[src/rtl/const_div_pkg.sv]
// Shared types and elaboration-time helpers for the constant-divisor sequential divider.
// Latency: n/a (types and constant functions only).
// Backpressure: n/a.
package const_div_pkg;

    typedef enum logic [1:0] {
        IDLE = 2'd0,
        RUN  = 2'd1,
        DONE = 2'd2
    } div_state_t;

    // Remainder is always < divisor, so clog2(divisor) bits suffice.
    function automatic int calc_rem_w(input int divisor);
        return $clog2(divisor);
    endfunction

    // Number of radix-2^chunk digit steps needed to cover width bits.
    function automatic int calc_n_steps(input int width, input int chunk);
        return (width + chunk - 1) / chunk;
    endfunction

endpackage

[src/rtl/const_div_step.sv]
// One radix-2^CHUNK_W long-division digit step against a constant divisor.
// Latency: purely combinational, 0 cycles.
// Backpressure: none; no handshake.
// Ports: rem_in (partial remainder, < DIVISOR), chunk (next dividend digit),
//        q_digit (quotient digit), rem_out (new partial remainder).
module const_div_step
    import const_div_pkg::*;
#(
    parameter int DIVISOR = 113,
    parameter int CHUNK_W = 2,
    parameter int REM_W   = calc_rem_w(DIVISOR)
) (
    input  logic [REM_W-1:0]   rem_in,
    input  logic [CHUNK_W-1:0] chunk,
    output logic [CHUNK_W-1:0] q_digit,
    output logic [REM_W-1:0]   rem_out
);

    localparam int              V_W   = REM_W + CHUNK_W;
    localparam logic [V_W-1:0]  DIV_V = V_W'(DIVISOR);

    logic [V_W-1:0] v;

    assign v = {rem_in, chunk};

    // Divisor is a constant, so synthesis folds this into a fixed
    // V_W-input lookup table. Since rem_in < DIVISOR the quotient
    // always fits in CHUNK_W bits; the cast drops only zero bits.
    assign q_digit = CHUNK_W'(v / DIV_V);
    assign rem_out = REM_W'(v % DIV_V);

endmodule

[src/rtl/const_div_seq.sv]
// Digit-serial unsigned divide by constant DIVISOR, CHUNK_W dividend bits per cycle, MSB first.
// Latency: ceil(DIVIDEND_W/CHUNK_W) cycles accept->out_valid; with CONST_DIV_EARLY_EXIT_EN
//          defined, max(1, steps left after skipping leading all-zero chunks).
// Backpressure: result held in DONE until out_ready; in_ready low until the cycle after that handshake.
// Ports: clk/rst (sync, active-high); in_valid/in_ready/in_dividend operand handshake;
//        out_valid/out_ready/out_quot/out_rem result handshake; busy high while dividing.
module const_div_seq
    import const_div_pkg::*;
#(
    parameter int DIVIDEND_W = 24,
    parameter int DIVISOR    = 113,
    parameter int CHUNK_W    = 2,
    parameter int REM_W      = calc_rem_w(DIVISOR)
) (
    input  logic                  clk,
    input  logic                  rst,
    input  logic                  in_valid,
    output logic                  in_ready,
    input  logic [DIVIDEND_W-1:0] in_dividend,
    output logic                  out_valid,
    input  logic                  out_ready,
    output logic [DIVIDEND_W-1:0] out_quot,
    output logic [REM_W-1:0]      out_rem,
    output logic                  busy
);

    localparam int               N_STEPS  = calc_n_steps(DIVIDEND_W, CHUNK_W);
    localparam int               PAD_W    = N_STEPS * CHUNK_W;
    localparam int               CNT_W    = $clog2(N_STEPS + 1);
    localparam logic [CNT_W-1:0] LAST_CNT = CNT_W'(N_STEPS - 1);

    div_state_t              state_q, state_d;
    logic [PAD_W-1:0]        sr_q, sr_d;
    logic [REM_W-1:0]        rem_q, rem_d;
    logic [DIVIDEND_W-1:0]   quot_q, quot_d;
    logic [CNT_W-1:0]        cnt_q, cnt_d;

    logic                    accept;
    logic [PAD_W-1:0]        padded;
    logic [PAD_W-1:0]        start_sr;
    logic [CNT_W-1:0]        start_cnt;
    logic [CHUNK_W-1:0]      step_q;
    logic [REM_W-1:0]        step_rem;

    assign accept = in_valid & in_ready;
    assign padded = PAD_W'(in_dividend);

`ifdef CONST_DIV_EARLY_EXIT_EN
    // Leading all-zero chunks would only produce d=0, rem=0, so skip them.
    // At least one step always runs so a zero dividend still passes RUN.
    logic [CNT_W-1:0] lz;
    logic             found;

    always_comb begin
        lz    = '0;
        found = 1'b0;
        for (int i = N_STEPS - 1; i >= 0; i--) begin
            if (!found) begin
                if (padded[i*CHUNK_W +: CHUNK_W] == '0) begin
                    lz = lz + CNT_W'(1);
                end else begin
                    found = 1'b1;
                end
            end
        end
    end

    assign start_cnt = (lz == CNT_W'(N_STEPS)) ? LAST_CNT : lz;
    assign start_sr  = padded << (CHUNK_W * start_cnt);
`else
    assign start_cnt = '0;
    assign start_sr  = padded;
`endif

    const_div_step #(
        .DIVISOR (DIVISOR),
        .CHUNK_W (CHUNK_W),
        .REM_W   (REM_W)
    ) u_step (
        .rem_in  (rem_q),
        .chunk   (sr_q[PAD_W-1 -: CHUNK_W]),
        .q_digit (step_q),
        .rem_out (step_rem)
    );

    // FSM: state register
    always_ff @(posedge clk) begin
        if (rst) begin
            state_q <= IDLE;
        end else begin
            state_q <= state_d;
        end
    end

    // FSM: next state
    always_comb begin
        state_d = state_q;
        case (state_q)
            IDLE:    if (accept)              state_d = RUN;
            RUN:     if (cnt_q == LAST_CNT)   state_d = DONE;
            DONE:    if (out_ready)           state_d = IDLE;
            default:                          state_d = IDLE;
        endcase
    end

    // FSM: outputs
    always_comb begin
        in_ready  = (state_q == IDLE);
        out_valid = (state_q == DONE);
        busy      = (state_q == RUN);
    end

    // Datapath next state
    always_comb begin
        sr_d   = sr_q;
        rem_d  = rem_q;
        quot_d = quot_q;
        cnt_d  = cnt_q;
        if (accept) begin
            sr_d   = start_sr;
            rem_d  = '0;
            quot_d = '0;
            cnt_d  = start_cnt;
        end else if (state_q == RUN) begin
            sr_d   = sr_q << CHUNK_W;
            rem_d  = step_rem;
            quot_d = DIVIDEND_W'({quot_q, step_q});
            cnt_d  = cnt_q + CNT_W'(1);
        end
    end

    always_ff @(posedge clk) begin
        if (rst) begin
            sr_q   <= '0;
            rem_q  <= '0;
            quot_q <= '0;
            cnt_q  <= '0;
        end else begin
            sr_q   <= sr_d;
            rem_q  <= rem_d;
            quot_q <= quot_d;
            cnt_q  <= cnt_d;
        end
    end

    // Result registers double as the output bus; they only change in RUN
    // or on accept, so they stay stable throughout DONE.
    assign out_quot = quot_q;
    assign out_rem  = rem_q;

endmodule

[config.mk]
export PLATFORM = sky130hd
export DESIGN_NAME = const_div_seq
export DESIGN_NICKNAME = d
export VERILOG_FILES = /design/src/rtl/const_div_pkg.sv /design/src/rtl/const_div_step.sv /design/src/rtl/const_div_seq.sv
export SDC_FILE = /design/constraint.sdc
export NUM_CORES = 1
export LEC_CHECK = 0
export CELL_PAD_IN_SITES_DETAIL_PLACEMENT = 1
export CELL_PAD_IN_SITES_GLOBAL_PLACEMENT = 1
export CORE_MARGIN = 4
export CORE_UTILIZATION = 35
export DETAILED_ROUTE_END_ITERATION = 6
export DONT_BUFFER_PORTS = 1
export HOLD_SLACK_MARGIN = 0.1
export MAX_ROUTING_LAYER = met4
export PLACE_DENSITY_LB_ADDON = 0.1
export SYNTH_ARGS = -nofsm -noshare
export SYNTH_HDL_FRONTEND = slang
export SYNTH_SLANG_ARGS = --single-unit
[constraint.sdc]
create_clock -name clk -period 6.25 [get_ports clk]
set_clock_uncertainty 0.05 [all_clocks]
set_input_delay 1.25 -clock clk [delete_from_list [all_inputs] [get_ports clk]]
set_output_delay 1.25 -clock clk [all_outputs]
set_load 0.005 [all_outputs]
==> results list <==
* Status: finished clean
- The clock drives 61 sinks.
- Of all flip-flops after synthesis, the portion carrying an async set or reset was 0.
* Global-route usage over all layers: 0.1729
- For this run the aggregate overflow at the end of global routing stands at 0.
- In this run the static leakage power is 1.098 nW.
- When the netlist entered floorplanning its net count stood at 407.
* Number of instances in the synthesized netlist: 376
* Setup bufs post-CTS: 0
- Leaving out fill and tap cells, the most frequent cell in the layout is sky130_fd_sc_hd__nand2_1.
- Worst Hold Class: flip-flop to flip-flop
- The clock period could shrink to 3319 ps.
* Fraction of layout cells with a size suffix above 1: 0.09642
- Std-Cell Rows: 33
* Relative slew slack: 0.5847
* Cell area after placement: 3083 um2
- Traced cell by cell, the critical path runs through nand3_1 -> and2_1 -> or2_2 -> inv_1 -> ha_1 -> o211ai_1 -> nor4_1 -> a211oi_2 -> a31oi_4 -> and3_1 -> nor3_1.
* Count of port buffers added during placement: 0
- Post-synthesis register bit count: 61
* Number of diodes: 0
- The number of buffers and inverters on the critical path is 1.
- The kind of cell with the highest combined delay along the critical path is simple AND/OR/NAND/NOR gates.
- The share of synthesized area in the top cell type comes to 0.3982.
- Worst Setup Slack, final: 2931 ps
* Actual slew at the worst max-slew pin: 623.0 ps
* Area Overhead vs Synth: 7.018%
* Cell area after layout: 3282 um2
- The critical path is of the flip-flop to flip-flop type.
* Setup repair after global routing missed its margin: no
- The initial antenna violation count came to 0.
- Leading cell types in the layout, fill and taps excluded: sky130_fd_sc_hd__nand2_1 (84), sky130_fd_sc_hd__dfxtp_1 (61), sky130_fd_sc_hd__a21oi_1 (51), sky130_fd_sc_hd__a22oi_1 (22), sky130_fd_sc_hd__nor2_1 (20)
* Number of global-route vias before repair: 2610
* Hold-fix buffers at CTS: 0
- Dividing the detail-routed wire length by the instance count gives 17.26 um.
- EDFF count, synth: 0
- The number of gates resized after CTS was 0.
- The clock passes through at most 2 buffers.
- Routed wire length: 8078 um
* H-tree levels: 3
- HPWL after detailed placement: 5392 um
- Among all stages on the critical path, the largest delay is contributed by sky130_fd_sc_hd__dfxtp_1.
- Max-slew violations: 0
* Clock-pin slew on the worst setup and hold paths: 70 ps
- In the final layout, flip-flops and latches occupy 1221 um2.
* Final setup violation count: 0
- Worst Hold Slack: 398.7 ps
- The multi-input combinational cells in the finished layout cover a total of 1670 um2.
- Crit path DAT: 3520 ps
- The most used flip-flop cell after synthesis is sky130_fd_sc_hd__dfxtp_1.
- Total chip power: 0.0008729 W
* Routability congestion estimate: 0.8286
- The floorplan step set the die height to 101.6 um.
* Max-cap violation count: 0
- Of all nets on the critical path, the largest fanout is 13.
* Critical Path Sink Type: flip-flop
- For this configuration, the core starts out at a cell density of 0.3659.
* Floorplan core area: 8382 um2
- VDD sags by at most 0.0001154 V.
- In the final timing run, aggregate negative setup slack is 0 ps.
- Cell type contributing the most total cell area after synthesis: sky130_fd_sc_hd__dfxtp_1
* Critical path startpoint category: flip-flop
* Required time worst endpoint: 6450 ps
- In this run the mean area of a mapped cell was 8.156 um2.
- Of the available clock period, the critical path in the final layout requires 0.5311.
- The share of the Yosys chip area taken by registers is 0.3982.
- For the worst-skew pair, the clock arrives at the later sink with an insertion delay of 330 ps.
* Die Span X: 101.6 um
- On the worst path, the slowest cell contributes a delay of 700 ps.
* Top area cells in the synthesized netlist: sky130_fd_sc_hd__dfxtp_1 (40%), sky130_fd_sc_hd__nand2_1 (10%), sky130_fd_sc_hd__a21oi_1 (8.3%)
- Antenna-violating nets left: 0
- Pin placement for this block handled 62 I/O pins.
- Count of distinct cell types in the synthesized netlist: 63
- The first global-routing pass estimated 13690 um of wire.
- In this run, the number of DRC markers left after iteration 0 of detailed routing was 96.
* Worst slack, placed: 2956 ps
- The cell area that synthesis handed to floorplanning was 3067 um2.
- The final layout contains 391 nets.
- Before antenna repair, the detailed router went through 5 iterations.
- Library cell used as clock root buffer: sky130_fd_sc_hd__clkbuf_8
* Clock tree from TritonCTS: built
* Total via count after detailed routing: 2582
* Via-to-Cell Ratio: 5.517
* Maximum operating frequency: 301.3 MHz
- Floorplan die area: 10320 um2
- Counting the fill cells in the layout gives 1000.
- The number of endpoints with negative hold slack in the final report was 0.
- Residual DRC count: 0
- Dividing total power by cell area gives a power density of 266.0 nW/um2.
- In this run, CTS created clock tree buffers numbering 9.
* Pin count of the biggest net entering global routing: 62
- Synthesis warning total: 0
-- metal layers --
layer,GRT usage,vias up,wire length (um)
li1,-,1297,-
met1,0.2346,1221,3949
met2,0.2480,53,3641
met3,0.04821,11,381
met4,0.05521,0,106
met5,-,-,0
-- final timing paths --
kind | start | to | slack [ps] | cells past startpoint
setup / recovery | out_rem[5]$_SDFFE_PP0P_ | out_rem[3]$_SDFFE_PP0P_ | 2930 | 11
setup reg to reg | out_rem[5]$_SDFFE_PP0P_ | out_rem[3]$_SDFFE_PP0P_ | 2930 | 11
hold / removal | sr_q[17]$_SDFFE_PP0P_ | sr_q[17]$_SDFFE_PP0P_ | 400 | 2
hold reg to reg | sr_q[17]$_SDFFE_PP0P_ | sr_q[17]$_SDFFE_PP0P_ | 400 | 2
-- flip-flops by register name, indices dropped and copies added (netlist names) --
signal	flops
cnt_q	4
out_quot	24
out_rem	7
sr_q	24
state_q	2
-- power by group --
group,total (W),internal (W),switching (W)
clock,0.000360,0.000213,0.000147
combinational,0.0000926,0.0000331,0.0000594
sequential,0.000420,0.000402,0.0000182
-- synth_stat cells (4+ instances only) --
cell and instances:
sky130_fd_sc_hd__nor4_1 4, sky130_fd_sc_hd__nand2b_1 4, sky130_fd_sc_hd__mux2i_1 5, sky130_fd_sc_hd__inv_1 5, sky130_fd_sc_hd__nand2_1 84, sky130_fd_sc_hd__nor2_1 20, sky130_fd_sc_hd__dfxtp_1 61, sky130_fd_sc_hd__a22oi_1 22
sky130_fd_sc_hd__buf_4 4, sky130_fd_sc_hd__clkbuf_1 21, sky130_fd_sc_hd__nand3_1 11, sky130_fd_sc_hd__o21ai_0 6, sky130_fd_sc_hd__a21oi_1 51
-- worst reg2reg max path: stages (launching register included) --
cell and delay (ps):
sky130_fd_sc_hd__dfxtp_1 700, sky130_fd_sc_hd__nand3_1 250, sky130_fd_sc_hd__and2_1 240, sky130_fd_sc_hd__or2_2 290, sky130_fd_sc_hd__inv_1 90, sky130_fd_sc_hd__ha_1 240
sky130_fd_sc_hd__o211ai_1 140, sky130_fd_sc_hd__nor4_1 120, sky130_fd_sc_hd__a211oi_2 450, sky130_fd_sc_hd__a31oi_4 210, sky130_fd_sc_hd__and3_1 250, sky130_fd_sc_hd__nor3_1 200
-- stage by stage --
stage               std cells    util
global route              468  0.3916
finish                    468  0.3916
detailed placement        454  0.3678
CTS                       468  0.3916
global placement          454  0.3678
floorplan                 376       -
-- cell families after synthesis --
group,synth area share
AND/OR/NAND/NOR,0.2432
AO/OA/AOI/OAI,0.2448
flip-flops,0.3982
buffers and inverters,0.05712
XOR/XNOR,0.02326
multiplexers,0.02122
adder cells (fa/ha/maj),0.01224
-- cell type report --
cell class,count,area share
Clock inverter,1,0.009150
Inverter,6,0.006862
Timing Repair Buffer,5,0.01144
Tap cell,105,0.04003
Sequential cell,61,0.3721
Multi-Input combinational cell,277,0.5090
Clock buffer,13,0.05147
Note: power is estimated with default switching activity, not from simulation.
